File: src/rtl/register_file_mp_if.sv
// register_file_mp_if: write/read port bundle for the multi-port register file
interface register_file_mp_if #(
    parameter int XLEN  = 32,
    parameter int NREG  = 32,
    parameter int NREAD = 2,
    parameter int AW    = $clog2(NREG)
) ();
    logic [1:0]            write_en;
    logic [2*AW-1:0]       dst_addr;
    logic [2*XLEN-1:0]     dst_data;
    logic [2*(XLEN/8)-1:0] dst_be;
    logic [NREAD-1:0]      src_en;
    logic [NREAD*AW-1:0]   src_addr;
    logic [NREAD*XLEN-1:0] src_data;
    logic                  conflict;

    modport master (
        output write_en, dst_addr, dst_data, dst_be, src_en, src_addr,
        input  src_data, conflict
    );

    modport slave (
        input  write_en, dst_addr, dst_data, dst_be, src_en, src_addr,
        output src_data, conflict
    );
endinterface

File: src/rtl/register_file_mp.sv
// register_file_mp: NREAD registered read ports, two byte-enabled write ports, r0 hardwired to zero
module register_file_mp #(
    parameter int XLEN   = 32,
    parameter int NREG   = 32,
    parameter int NREAD  = 2,
    parameter int BYPASS = 0,
    parameter int AW     = $clog2(NREG)
) (
    input logic clk,
    input logic reset_n,
    register_file_mp_if.slave bus
);
    localparam int NB = XLEN / 8;

    if (XLEN % 8 != 0 || NREG < 2 || (NREG & (NREG - 1)) != 0 || NREAD < 1 || NREAD > 4)
        $error("register_file_mp: illegal parameter combination");

    logic [XLEN-1:0]       mem_q [NREG];
    logic [XLEN-1:0]       mem_d [NREG];
    logic [NREAD*XLEN-1:0] src_data_q, src_data_d;
    logic                  conflict_q, conflict_d;
    logic [AW-1:0]         a0, a1;

    assign a0 = bus.dst_addr[AW-1:0];
    assign a1 = bus.dst_addr[2*AW-1:AW];

    // Merge both write ports into the next array image; port 1 is applied last so it wins on overlap
    always_comb begin
        mem_d = mem_q;
        for (int w = 0; w < 2; w++)
            if (bus.write_en[w] && bus.dst_addr[w*AW +: AW] != '0)
                for (int b = 0; b < NB; b++)
                    if (bus.dst_be[w*NB + b])
                        mem_d[bus.dst_addr[w*AW +: AW]][b*8 +: 8] = bus.dst_data[w*XLEN + b*8 +: 8];
        mem_d[0] = '0;
    end

    // Read ports sample either the pre-write or the merged image; disabled ports hold
    always_comb begin
        src_data_d = src_data_q;
        for (int r = 0; r < NREAD; r++)
            if (bus.src_en[r])
                src_data_d[r*XLEN +: XLEN] = (BYPASS != 0) ? mem_d[bus.src_addr[r*AW +: AW]]
                                                           : mem_q[bus.src_addr[r*AW +: AW]];
    end

    // Flag overlapping byte writes from both ports to the same live register
    always_comb begin
        conflict_d = (&bus.write_en) && (a0 == a1) && (a0 != '0) &&
                     (|(bus.dst_be[NB-1:0] & bus.dst_be[2*NB-1:NB]));
    end

    // State update; reset clears the array and all registered outputs
    always_ff @(posedge clk or negedge reset_n) begin
        if (!reset_n) begin
            mem_q      <= '{default: '0};
            src_data_q <= '0;
            conflict_q <= 1'b0;
        end else begin
            mem_q      <= mem_d;
            src_data_q <= src_data_d;
            conflict_q <= conflict_d;
        end
    end

    assign bus.src_data = src_data_q;
    assign bus.conflict = conflict_q;
endmodule

File: src/flat_wrapper.sv
// flat-port wrapper written by rule: the top's interface ports become plain ports
module register_file_mp_flat 
#(
    parameter int XLEN   = 32,
    parameter int NREG   = 32,
    parameter int NREAD  = 2,
    parameter int BYPASS = 0,
    parameter int AW     = $clog2(NREG)
)
  (clk, reset_n, bus_write_en, bus_dst_addr, bus_dst_data, bus_dst_be, bus_src_en, bus_src_addr, bus_src_data, bus_conflict);
  register_file_mp_if #(.XLEN(XLEN), .NREG(NREG), .NREAD(NREAD), .AW(AW)) bus_i ();
  input logic clk;
  input logic reset_n;
  input wire logic [$bits(bus_i.write_en)-1:0] bus_write_en;
  input wire logic [$bits(bus_i.dst_addr)-1:0] bus_dst_addr;
  input wire logic [$bits(bus_i.dst_data)-1:0] bus_dst_data;
  input wire logic [$bits(bus_i.dst_be)-1:0] bus_dst_be;
  input wire logic [$bits(bus_i.src_en)-1:0] bus_src_en;
  input wire logic [$bits(bus_i.src_addr)-1:0] bus_src_addr;
  output wire logic [$bits(bus_i.src_data)-1:0] bus_src_data;
  output wire logic [$bits(bus_i.conflict)-1:0] bus_conflict;
  assign bus_i.write_en = bus_write_en;
  assign bus_i.dst_addr = bus_dst_addr;
  assign bus_i.dst_data = bus_dst_data;
  assign bus_i.dst_be = bus_dst_be;
  assign bus_i.src_en = bus_src_en;
  assign bus_i.src_addr = bus_src_addr;
  assign bus_src_data = bus_i.src_data;
  assign bus_conflict = bus_i.conflict;
  register_file_mp #(.XLEN(XLEN), .NREG(NREG), .NREAD(NREAD), .BYPASS(BYPASS), .AW(AW)) u_core (.clk(clk), .reset_n(reset_n), .bus(bus_i));
endmodule
File: config.mk
export PLATFORM = sky130hd
export DESIGN_NAME = register_file_mp_flat
export DESIGN_NICKNAME = d
export VERILOG_FILES = /design/src/rtl/register_file_mp_if.sv /design/src/rtl/register_file_mp.sv /design/src/flat_wrapper.sv
export SDC_FILE = /design/constraint.sdc
export NUM_CORES = 2
export LEC_CHECK = 0
export CAP_MARGIN = 40
export CORE_AREA = 2 2 367 369
export DETAILED_ROUTE_END_ITERATION = 7
export DIE_AREA = 0 0 369 371
export PLACE_DENSITY_LB_ADDON = 0.3
export SYNTH_ARGS = -nofsm -noshare
export SYNTH_HDL_FRONTEND = slang
export SYNTH_SLANG_ARGS = --single-unit
File: constraint.sdc
create_clock -name clk -period 2.36 [get_ports clk]
set_clock_uncertainty 0.15 [all_clocks]
set_input_delay 0.708 -clock clk [delete_from_list [all_inputs] [get_ports clk]]
set_output_delay 0.708 -clock clk [all_outputs]
set_load 0.01 [all_outputs]
==> impl_metrics.json <==
{
  "n_fill_cell": 10500,
  "nets": 6878,
  "synth_common_cells": "mux2i_1, dfrtp_1, a21oi_1",
  "hold_viol_final": 0,
  "grt_max_degree": 92,
  "worst_ep_required_time_ns": 1.50,
  "cp_top_family": "flip-flops",
  "power.density_mw_per_mm2": 775,
  "cp_max_fo": 2,
  "yosys-top-cells-area": "dfrtp_1, mux2i_1, mux4_2",
  "synth-edff-count": 0,
  "cp.depth": 1,
  "reg2reg_depth": 6,
  "ys_ff_latch": 1057,
  "wl_per_cell_um": 30.9,
  "place_congestion": 1.01,
  "cts_tree": "yes",
  "path_buf_inv": 1,
  "fin_setup_tns_ns": -0.00967,
  "multi_input_area_mm2": 0.0376,
  "yosysSeqAreaShare_pct": 40.0,
  "placed_area_mm2": 0.0786,
  "grtUsageTotal_pct": 38.5,
  "maxCapViolations": 0,
  "htreeDepth": 3,
  "leakage_nw": 34.9,
  "start_util_pct": 49.8,
  "critPathArrivalTime_ns": 1.51,
  "drtIter0Drc": 8361,
  "drtAntennaViolNets": 0,
  "die_h_um": 371,
  "fin_ws_ns": -0.00799,
  "critPathLaunchType": "flip-flop",
  "place_inst": 8414,
  "worstReg2RegStart": "u_core.mem_q[666]",
  "ys.flop_type": "dfrtp_1",
  "slowest_delay_ns": 0.45,
  "vdd_drop_max_mv": 0.702,
  "root_buffer": "clkbuf_16",
  "final_util_pct": 62.2,
  "syn_area_per_cell_um2": 10.6,
  "synth_top_area_share_pct": 40.0,
  "synth_cell_types": 59,
  "synth_warnings": 0,
  "cts.path.max_buffers": 3,
  "syn_nets": 6318,
  "place_hpwl_mm": 186,
  "violations": "setup timing",
  "layout_min_cycle_time_ns": 2.37,
  "cts_buffers": 118,
  "regArea_mm2": 0.0265,
  "die_w_um": 369,
  "yosysTopAreaCell": "dfrtp_1",
  "timing.fmax_mhz": 422,
  "crit_type": "flip-flop to output pin",
  "antenna_found_initial": 14,
  "rsz0062_at_grt": "false",
  "finalPower_mw": 64.1,
  "worst_slew_pin_slew_ns": 0.831,
  "finish.instance_area_mm2": 0.0826,
  "postSynth.asyncResetShare_pct": 100,
  "grt_busiest_layer": "met2",
  "vias": 58100,
  "pre_cts_slack_ns": -0.873,
  "first_pass_iters": 5,
  "drive_gt1_share_pct": 27.1,
  "drc": 0,
  "fin_cells": 8648,
  "grt_pass1_vias": 56200,
  "syn-instance-count": 6220,
  "synth_most_common_cell": "mux2i_1",
  "slew_viol_final": 0,
  "grt_util_met3_pct": 12.6,
  "overflow": 0,
  "worstSkewPairLatency_ns": 0.77,
  "status": "finished with violations",
  "num_rows": 134,
  "maxSlewHeadroom_pct": 44.6,
  "gr-usage-met2_pct": 55.3,
  "grt_pass1_wl_mm": 388,
  "cts.clk_slew.worst_paths_ns": 0.06,
  "numPortBuffers": 162,
  "clock-sinks": 1057,
  "fp.dieArea_mm2": 0.137,
  "path_cells": "clkdlybuf4s15_1",
  "pin_count": 163,
  "worstSetupEndpointType": "output pin",
  "coreArea_mm2": 0.133,
  "hp-class": "primary input to async pin",
  "period_share_pct": 100,
  "setup_violations": 2,
  "reg2reg_setup_slack_ns": 0.10,
  "area_delta_synth_final_pct": 24.9,
  "synthesis.area_mm2": 0.0661,
  "critPathSlowestCell": "dfrtp_1",
  "rr_endpoint": "u_core.bus.src_data[26]",
  "hold_ws_ns": 0.281,
  "wl_mm": 267,
  "vias_per_cell": 6.72,
  "grt_use_met1_pct": 51.9
}
==> cells in the final DEF, fill, tap and decap left out, drive strengths merged, types with 23 or more instances in the layout <==
cell / n
clkbuf: 164
and3: 40
o21ai: 98
a221o: 70
a22oi: 30
nand2: 276
nand3: 27
clkdlybuf4s50: 84
dfrtp: 1057
clkdlybuf4s15: 34
dlygate4sd2: 23
mux2i: 1192
nor2: 1082
a21oi: 1011
mux2: 32
a221oi: 68
mux4: 398
clkinv: 25
a211oi: 43
inv: 25
buf: 870
==> power by group <==
group	internal, mW	leakage [nW]	switching [mW]
logic	9.14	20.0	8.57
clock network	11.0	1.92	8.21
registers	22.8	13.1	4.31
total	43.0	34.9	21.1
==> sequential cells by signal (all words and copies together) (netlist names) <==
| signal | flops |
|---|---|
| u_core.bus.conflict | 1 |
| u_core.mem_q | 992 |
| u_core.bus.src_data | 64 |
==> final cells by class <==
| cell class | count | area share (%) |
|---|---|---|
| multi-input cells | 4572 | 45.4 |
| flip-flops and latches | 1057 | 32.0 |
| repair buffers | 1013 | 15.0 |
| clock buffers | 164 | 4.03 |
| well taps | 1768 | 2.68 |
| clock inverters | 52 | 0.734 |
| inverters | 18 | 0.0833 |
| diodes | 4 | 0.0121 |
==> cells by family (layout without fill, tap and decap cells) <==
group	after synthesis	count (layout)	share of synthesized area, %
multiplexers	1622	1622	32.1
AO/OA/AOI/OAI	1440	1441	12.9
buffers and inverters	592	1247	4.58
flip-flops	1057	1057	40.0
XOR/XNOR	5	5	0.0662
other	0	4	0
AND/OR/NAND/NOR	1504	1504	10.3
==> how the worst max path moves through the flow <==
stage | start | end | slack, ns
global placement | bus_dst_addr[4] | u_core.mem_q[28] | -0.82
detailed placement | bus_dst_addr[4] | u_core.mem_q[29] | -0.87
global route | u_core.bus.src_data[29] | bus_src_data[29] | 0.0001
floorplan | bus_dst_addr[8] | u_core.mem_q[831] | -0.15
finish | u_core.bus.src_data[15] | bus_src_data[15] | -0.008
CTS | u_core.bus.src_data[15] | bus_src_data[15] | 0.0001
==> per-layer routing <==
metal / share of wire (%) / vias to the layer above
met5: 0.044 / -
met4: 6.0 / 20
met3: 14 / 812
met2: 42 / 4388
met1: 38 / 28800
li1: - / 24100
==> what timing repair did <==
item,4_1_cts,5_1_grt
endpoints found under the hold margin,22,0
setup buffers,12,0
cloned,0,1
setup endpoints to repair,92,118
hold buffers,1,0
resized for setup,153,11
pin swaps,0,1
(Power assumes the default switching activity.)
